$ cat src/rtl/apb_master_arbiter.sv
// apb_master_arbiter: round-robin arbiter in front of a single-beat APB master.
// Shares one APB bus among NUM_REQ requesters and runs the SETUP/ACCESS sequence.
// A wait-state watchdog ends a hung transfer with an error.
// Ports:
//   PCLK, RESETn                   clock, async active-low reset
//   req_valid/write/addr/wdata/strb packed per-requester commands (slice i = requester i)
//   req_ready                      one-hot accept, combinational in the grant cycle
//   rsp_valid                      one-hot one-cycle completion pulse
//   rsp_rdata/slverr/timeout       shared response fields, valid with rsp_valid
//   PADDR..PENABLE                 APB master outputs
//   PRDATA, PREADY, PSLVERR        APB slave returns
module apb_master_arbiter #(
  parameter int unsigned NUM_REQ        = 2,
  parameter int unsigned ADDR_WIDTH     = 32,
  parameter int unsigned DATA_WIDTH     = 32,
  parameter int unsigned TIMEOUT_CYCLES = 16
) (
  input  logic                             PCLK,
  input  logic                             RESETn,
  input  logic [NUM_REQ-1:0]               req_valid,
  input  logic [NUM_REQ-1:0]               req_write,
  input  logic [NUM_REQ*ADDR_WIDTH-1:0]    req_addr,
  input  logic [NUM_REQ*DATA_WIDTH-1:0]    req_wdata,
  input  logic [NUM_REQ*(DATA_WIDTH/8)-1:0] req_strb,
  output logic [NUM_REQ-1:0]               req_ready,
  output logic [NUM_REQ-1:0]               rsp_valid,
  output logic [DATA_WIDTH-1:0]            rsp_rdata,
  output logic                             rsp_slverr,
  output logic                             rsp_timeout,
  output logic [ADDR_WIDTH-1:0]            PADDR,
  output logic [DATA_WIDTH-1:0]            PWDATA,
  output logic                             PWRITE,
  output logic [DATA_WIDTH/8-1:0]          PSTRB,
  output logic                             PSEL,
  output logic                             PENABLE,
  input  logic [DATA_WIDTH-1:0]            PRDATA,
  input  logic                             PREADY,
  input  logic                             PSLVERR
);

  localparam int unsigned STRB_W = DATA_WIDTH / 8;
  localparam int unsigned IDX_W  = (NUM_REQ > 1) ? $clog2(NUM_REQ) : 1;
  localparam int unsigned WD_W   = $clog2(TIMEOUT_CYCLES + 1);

  typedef enum logic [1:0] {
    S_IDLE   = 2'd0,
    S_SETUP  = 2'd1,
    S_ACCESS = 2'd2,
    S_DONE   = 2'd3
  } state_t;

  state_t           state;
  state_t           state_nxt;
  logic [IDX_W-1:0] last_grant;
  logic [IDX_W-1:0] owner;
  logic [IDX_W-1:0] grant_idx;
  logic [IDX_W-1:0] cand;
  logic             grant_vld;
  logic [WD_W-1:0]  wd_cnt;
  logic [WD_W-1:0]  wd_nxt;

  // Round-robin search starting just after the last granted requester.
  // Gated by RESETn so req_ready stays low while reset is held.
  always_comb begin
    grant_vld = 1'b0;
    grant_idx = last_grant;
    cand      = '0;
    for (int unsigned k = 1; k <= NUM_REQ; k++) begin
      cand = IDX_W'((32'(last_grant) + k) % NUM_REQ);
      if (!grant_vld && req_valid[cand]) begin
        grant_vld = 1'b1;
        grant_idx = cand;
      end
    end
    grant_vld = grant_vld & RESETn;
  end

  // Next-state, accept pulse and watchdog update.
  always_comb begin
    state_nxt = state;
    req_ready = '0;
    wd_nxt    = wd_cnt;
    case (state)
      S_IDLE: begin
        if (grant_vld && state == S_IDLE) begin
          req_ready[grant_idx] = 1'b1;
          state_nxt            = S_SETUP;
        end
      end
      S_SETUP: state_nxt = S_ACCESS;
      S_ACCESS: begin
        if (PREADY) begin
          state_nxt = S_DONE;
        end else begin
          wd_nxt = wd_cnt + WD_W'(1);
          if (wd_nxt == WD_W'(TIMEOUT_CYCLES)) state_nxt = S_DONE;
        end
      end
      S_DONE: begin
        wd_nxt    = '0;
        state_nxt = S_IDLE;
      end
      default: state_nxt = S_IDLE;
    endcase
  end

  // State register plus registered APB and response outputs.
  always_ff @(posedge PCLK or negedge RESETn) begin
    if (!RESETn) begin
      state       <= S_IDLE;
      last_grant  <= IDX_W'(NUM_REQ - 1);
      owner       <= '0;
      wd_cnt      <= '0;
      PSEL        <= 1'b0;
      PENABLE     <= 1'b0;
      PADDR       <= '0;
      PWDATA      <= '0;
      PWRITE      <= 1'b0;
      PSTRB       <= '0;
      rsp_valid   <= '0;
      rsp_rdata   <= '0;
      rsp_slverr  <= 1'b0;
      rsp_timeout <= 1'b0;
    end else begin
      state     <= state_nxt;
      wd_cnt    <= wd_nxt;
      PSEL      <= (state_nxt == S_SETUP) || (state_nxt == S_ACCESS);
      PENABLE   <= (state_nxt == S_ACCESS);
      rsp_valid <= '0;

      if (state == S_IDLE && grant_vld) begin
        last_grant <= grant_idx;
        owner      <= grant_idx;
        PADDR      <= req_addr[32'(grant_idx)*ADDR_WIDTH +: ADDR_WIDTH];
        PWDATA     <= req_wdata[32'(grant_idx)*DATA_WIDTH +: DATA_WIDTH];
        PWRITE     <= req_write[grant_idx];
        // Reads never present strobes on the bus.
        PSTRB      <= req_write[grant_idx] ? req_strb[32'(grant_idx)*STRB_W +: STRB_W]
                                           : STRB_W'(0);
      end

      // Completion: PREADY takes precedence over a watchdog expiring on the same edge.
      if (state == S_ACCESS && state_nxt == S_DONE) begin
        rsp_valid[owner] <= 1'b1;
        if (PREADY) begin
          rsp_rdata   <= PWRITE ? DATA_WIDTH'(0) : PRDATA;
          rsp_slverr  <= PSLVERR;
          rsp_timeout <= 1'b0;
        end else begin
          rsp_rdata   <= '0;
          rsp_slverr  <= 1'b1;
          rsp_timeout <= 1'b1;
        end
      end
    end
  end

endmodule
$ cat config.mk
export PLATFORM = sky130hd
export DESIGN_NAME = apb_master_arbiter
export DESIGN_NICKNAME = d
export VERILOG_FILES = /design/src/rtl/apb_master_arbiter.sv
export SDC_FILE = /design/constraint.sdc
export NUM_CORES = 1
export LEC_CHECK = 0
export ABC_AREA = 1
export BUFFER_PORTS_ARGS = -buffer_cell sky130_fd_sc_hd__buf_4
export CAP_MARGIN = 20
export CORE_AREA = 2 2 109 111
export DETAILED_ROUTE_END_ITERATION = 8
export DIE_AREA = 0 0 111 113
export GPL_ROUTABILITY_DRIVEN = 0
export PLACE_DENSITY = 0.87
export SYNTH_ARGS = -nofsm -noshare
export SYNTH_HDL_FRONTEND = slang
export SYNTH_SLANG_ARGS = --single-unit
$ cat constraint.sdc
create_clock -name PCLK -period 5.25 [get_ports PCLK]
set_input_delay 0.525 -clock PCLK [delete_from_list [all_inputs] [get_ports PCLK]]
set_output_delay 0.525 -clock PCLK [all_outputs]
set_load 0.05 [all_outputs]
# Word level (Yosys, flattened, before mapping)
# Cells that the tools add are included.
[totals] reg_bits=116 output_inout_bits=109 elab_cells=73
[classes] addsub=3 magnitude_cmp=6 eq_ne=8 shift=3 mux=28 bitwise_logic=1 reduce_logical=10
[ops] operator="64-bit by 7-bit variable part select with 32-bit output" n=2
[ops] operator="32-bit 2-to-1 mux" n=2
[ops] operator="1-bit 2-to-1 mux" n=14
[ops] operator="2-bit 2-to-1 mux" n=6
[ops] operator="5-bit case mux with 2 select lines" n=1
[ops] operator="2-bit == test, second input constant" n=4
[ops] operator="1-bit by 2-bit less-than comparator with 1-bit output, second input constant" n=4
[ops] operator="2-bit case mux with 4 select lines" n=1
[ops] operator="8-bit by 4-bit variable part select with 4-bit output" n=1
[ops] operator="5-bit by 1-bit adder with 5-bit output, second input constant" n=1
[ops] operator="5-bit == test, second input constant" n=1
[ops] operator="1-bit logical AND" n=5
[ops] operator="5-bit 2-to-1 mux" n=1
[ops] operator="2-bit by 1-bit == test with 1-bit output, second input constant" n=2
[ops] operator="4-bit 2-to-1 mux" n=1
[ops] operator="1-bit adder, second input constant" n=2
[ops] operator="1-bit demux with 1-bit select" n=2
[ops] operator="1-bit greater-or-equal comparator, second input constant" n=2
[ops] operator="2-bit logical NOT" n=1
[ops] operator="2-bit inequality test, second input constant" n=1
[ops] operator="2-bit AND reduction" n=1
[ops] operator="2-bit nonzero test" n=1
[ops] operator="1-bit bitwise AND" n=1
[ops] operator="1-bit logical NOT" n=1
[ops] operator="1-bit logical OR" n=1

# Depth between registers and ports, before layout
[logic_depth] ltp_word=14 ltp_mapped=14 ltp_nobuf=12

# Worst setup path after synthesis
# No wires, ideal clock.
[synth_timing] kind="register to register" startpoint="register wd_cnt[0]" endpoint="register rsp_rdata[17]" setup_ps=122 arrival_ps=1915 slack_ps=3213 path_stages_with_launch=14 path_buffers=2 period_less_slack_ps=2037 cell_sequence="dfrtp_1 > ha_1 > nand3_1 > nand2_1 > nand2_1 > nand3_1 > nand2_1 > nand2_1 > a21oi_1 > ha_1 > nand2_1 > buf_2 > buf_1 > a32o_1"
[synth_between] elab_chain_len=7
[synth_rtl] item="start: declaration" line_no="59" rtl="logic [WD_W-1:0] wd_cnt;"
[synth_rtl] item="start signal: assignment" line_no="126" rtl="wd_cnt <= wd_nxt;"
[synth_rtl] item="5-bit by 1-bit adder with 5-bit output" line_no="95" rtl="wd_nxt = wd_cnt + WD_W'(1);"
[synth_rtl] item="5-bit == test" line_no="96" rtl="if (wd_nxt == WD_W'(TIMEOUT_CYCLES)) state_nxt = S_DONE;"
[synth_rtl] item="2-bit 2-to-1 mux" line_no="96"
[synth_rtl] item="2-bit 2-to-1 mux" line_no="92" rtl="if (PREADY) begin"
[synth_rtl] item="2-bit case mux with 4 select lines" line_no="83" rtl="case (state)"
[synth_rtl] item="named net state_nxt[0]" line_no="53" rtl="state_t state_nxt;"
[synth_rtl] item="2-bit == test" line_no="143" rtl="if (state == S_ACCESS && state_nxt == S_DONE) begin"
[synth_rtl] item="1-bit logical AND" line_no="143"
[synth_rtl] item="end signal: assignment" line_no="146" rtl="rsp_rdata <= PWRITE ? DATA_WIDTH'(0) : PRDATA;"
[synth_rtl] item="end: declaration" line_no="27" rtl="output logic [DATA_WIDTH-1:0] rsp_rdata,"
# The timed path passes the listed nets, and every way through them passes these cells.
# A chain may end at the register's enable or synchronous reset.

# Worst setup path after layout
[layout_timing] startpoint="input RESETn" endpoint="output req_ready[0]"
[layout_between] elab_chain_len=4
[layout_rtl] item="start: declaration" line_no="19" rtl="input logic RESETn,"
[layout_rtl] item="1-bit bitwise AND" line_no="75" rtl="grant_vld = grant_vld & RESETn;"
[layout_rtl] item="1-bit logical AND" line_no="85" rtl="if (grant_vld && state == S_IDLE) begin"
[layout_rtl] item="2-bit 2-to-1 mux" line_no="85"
[layout_rtl] item="2-bit 2-to-1 mux" line_no="83"
[layout_rtl] item="end: declaration" line_no="25" rtl="output logic [NUM_REQ-1:0] req_ready,"
# No other way between the ends.

==> metrics <==
run status completed; ANT nets after route 0; r2r endpoint rsp_rdata[25]$_DFFE_PN0P_; total area of sequential cells 2900 sq um; layout cell share with drive strength beyond 1 0.398; Worst Reg2Reg Path Length in Cells 14; Worst R2R Setup Slack 2.51 ns; worst r2r src wd_cnt[0]$_DFFE_PN0P_; dpl hpwl 10700 microns; flops & latches, synth 116; Sink Count 116; Slew @ Worst Pin between 0.9 and 1 ns; register area share after synthesis 0.587; post-route setup TNS 0 ns; worst skew pair latency around 0.4 ns; combinational family with the most area after synthesis simple AND/OR/NAND/NOR gates; Required @ worst endpoint between 4 and 5 ns; CP max stage cell buf_4; # resized after CTS 0; first-pass GRT wire length 24000 microns; final setup fails 0; Core Region 11300 sq um; worst vdd ir slightly below 0.4 mV; Multi-input gate area roughly 1800 sq um; clk_skew 0.0120 ns; routed wire length 15100 microns; largest net degree at the start of global routing 66; # DRC 0; First-pass DRT Iterations 4; DIE AREA 12500 sq um; post-synth cell types 26; Synth Area in Simple Gates 0.262; adder-cell share of the synthesized area 0.0152; post-route cell area 7770 sq um; Max-Cap Viols 0; IO Port Bufs 284; Synth warnings 0; CTS tree built; Fin. Hold Viols 0; post-placement cell area 7140 sq um; relative max-transition margin 0.333; top cells by area, synth dfrtp_1 (58%), nand2_1 (18%), nand3_1 (6.8%); Final Cycle Share 0.557; Ant. Diodes 0; crit path kind in -> out; post-synth top area cell dfrtp_1; final hold slack 0.144 ns; Avg Cell Area, Syn 9.24 sq um; Die X 111 microns; minimum clock period 2.92 ns; CP Launch Type primary input; fin cells 969; cell repeated most along the worst path buf_4; Longest Clk Path Bufs 2; hold crit path type in -> async; fin. max-slew vios 0; leakage power 4.13 nW; Synth top area share 0.581; area delta synth->final 56.9%; CTS Hold Bufs 0; complex-gate fraction of the synthesized area 0.0788; Post-Synthesis Cells 536; drt initial violations 234; RSZ-0062 raised after global routing false; nets@finish 996; Max FO, Critical Path 53; Cell Pwr Density 676 nW/um^2; Root Buffer clkbuf_16; Total GRT Usage 0.241; crit-path leading delay family buffers and inverters; FILL cells 901; DR WL/cell about 16 microns; Worst Path Buf+Inv 3; CP max stage delay 0.51 ns; Boundary Pins 285; clock slew at reported path FFs roughly 0.06 ns; via count 4864; GR Overflow Total 0; Setup crit end kind primary output; post-CTS setup buffers 0; CP cell instances buf_4 -> o21ai_1 -> nor2_4 -> nand2_1 -> inv_2 -> buf_4; H-Tree Depth 4; dpl cells around 940; syn nets 718; XOR/XNOR Fraction of Synth Area 0; cts bufs inserted 17; Mapped Area 4950 sq um; Core Rows 39; Final Total Pwr approximately 5.3 mW; Initial Util 0.439; antenna violations before repair 0; Via density 5.02; overall die height between 100 and 150 microns; number of global-route vias before repair roughly 5000; Worst EP arrival 2.40 ns; mux cell area share after synthesis 0.00202; fmax 342 MHz
cell usage after synthesis:
library cell,count
nand3_1,67
mux2i_1,1
o21bai_1,1
a21oi_1,1
nor3_1,1
dfrtp_1,115
o22ai_1,1
dfstp_2,1
nand2_2,3
clkbuf_1,8
o211ai_1,1
nor2_4,1
ha_1,6
o21ai_0,6
nand4_1,2
buf_6,7
nor2_1,7
nand2_1,236
inv_2,4
inv_1,17
buf_1,1
o21ai_1,1
o32ai_1,1
a32o_1,32
buf_4,4
buf_2,11
cells by family (layout without fill, tap and decap cells):
kind of cell / count (synthesis) / after routing
buf+inv: 52 / 342
simple gates: 317 / 317
mux: 1 / 1
flops: 116 / 116
fa+ha+maj: 6 / 6
compound gates: 44 / 44
power by group:
group | internal (mW) | switching [mW]
clock | 0.827 | 0.387
sequential | 1.25 | 0.207
combinational | 0.786 | 1.80
placed cells by master (no fill, tap or decap), types with 2 or more instances in the layout:
cell type / instances
ha_1: 6
nand2_2: 3
dfrtp_1: 115
clkbuf_8: 3
clkbuf_16: 17
clkbuf_1: 2
nand2_1: 236
bufinv_16: 4
inv_1: 17
inv_2: 4
o21ai_0: 6
nand3_1: 67
nand4_1: 2
nor2_1: 6
buf_4: 288
clkinv_2: 3
a32o_1: 32
per-layer routing:
metal | wire [microns] | GRT usage | up-vias | part of all wire
li1 | - | - | 2317 | -
met1 | 5910 | 0.279 | 2295 | 0.39
met2 | 7830 | 0.429 | 220 | 0.52
met3 | 964 | 0.0568 | 32 | 0.064
met4 | 401 | 0.106 | 0 | 0.027
met5 | 0 | 0 | - | 0
worst max-delay path by stage:
stage,from,to,slack [ns],depth (start not counted)
global route,RESETn,rsp_rdata[25]$_DFFE_PN0P_,2.08,11
floorplan,wd_cnt[0]$_DFFE_PN0P_,rsp_rdata[17]$_DFFE_PN0P_,3.21,13
CTS,RESETn,req_ready[0],2.24,6
finish,RESETn,req_ready[0],2.33,6
global placement,RESETn,rsp_rdata[22]$_DFFE_PN0P_,1.68,10
detailed placement,RESETn,rsp_rdata[25]$_DFFE_PN0P_,2.00,11
through the flow:
stage                      util  setup WS (ns)
after floorplan               -           3.21
after global placement    0.630           1.68
after detailed placement  0.634           2.00
after CTS                 0.689           2.24
after global routing      0.689           2.08
final                     0.689           2.33
state kept, by name, summed over array words and instances, names as in the netlist:
register	count
wd_cnt	5
PWRITE	1
PWDATA	32
PSEL	1
rsp_slverr	1
rsp_timeout	1
PADDR	32
rsp_valid	2
PSTRB	4
state	2
owner	1
PENABLE	1
rsp_rdata	32
last_grant	1
cell type report:
cell class              count  share of cell area
clock buffers              22              0.0610
clock inverters             9              0.0195
inverters                  21              0.0101
well taps                 143              0.0230
flip-flops and latches    116               0.374
repair buffers            290               0.284
multi-input cells         368               0.228
(Power assumes the default switching activity.)
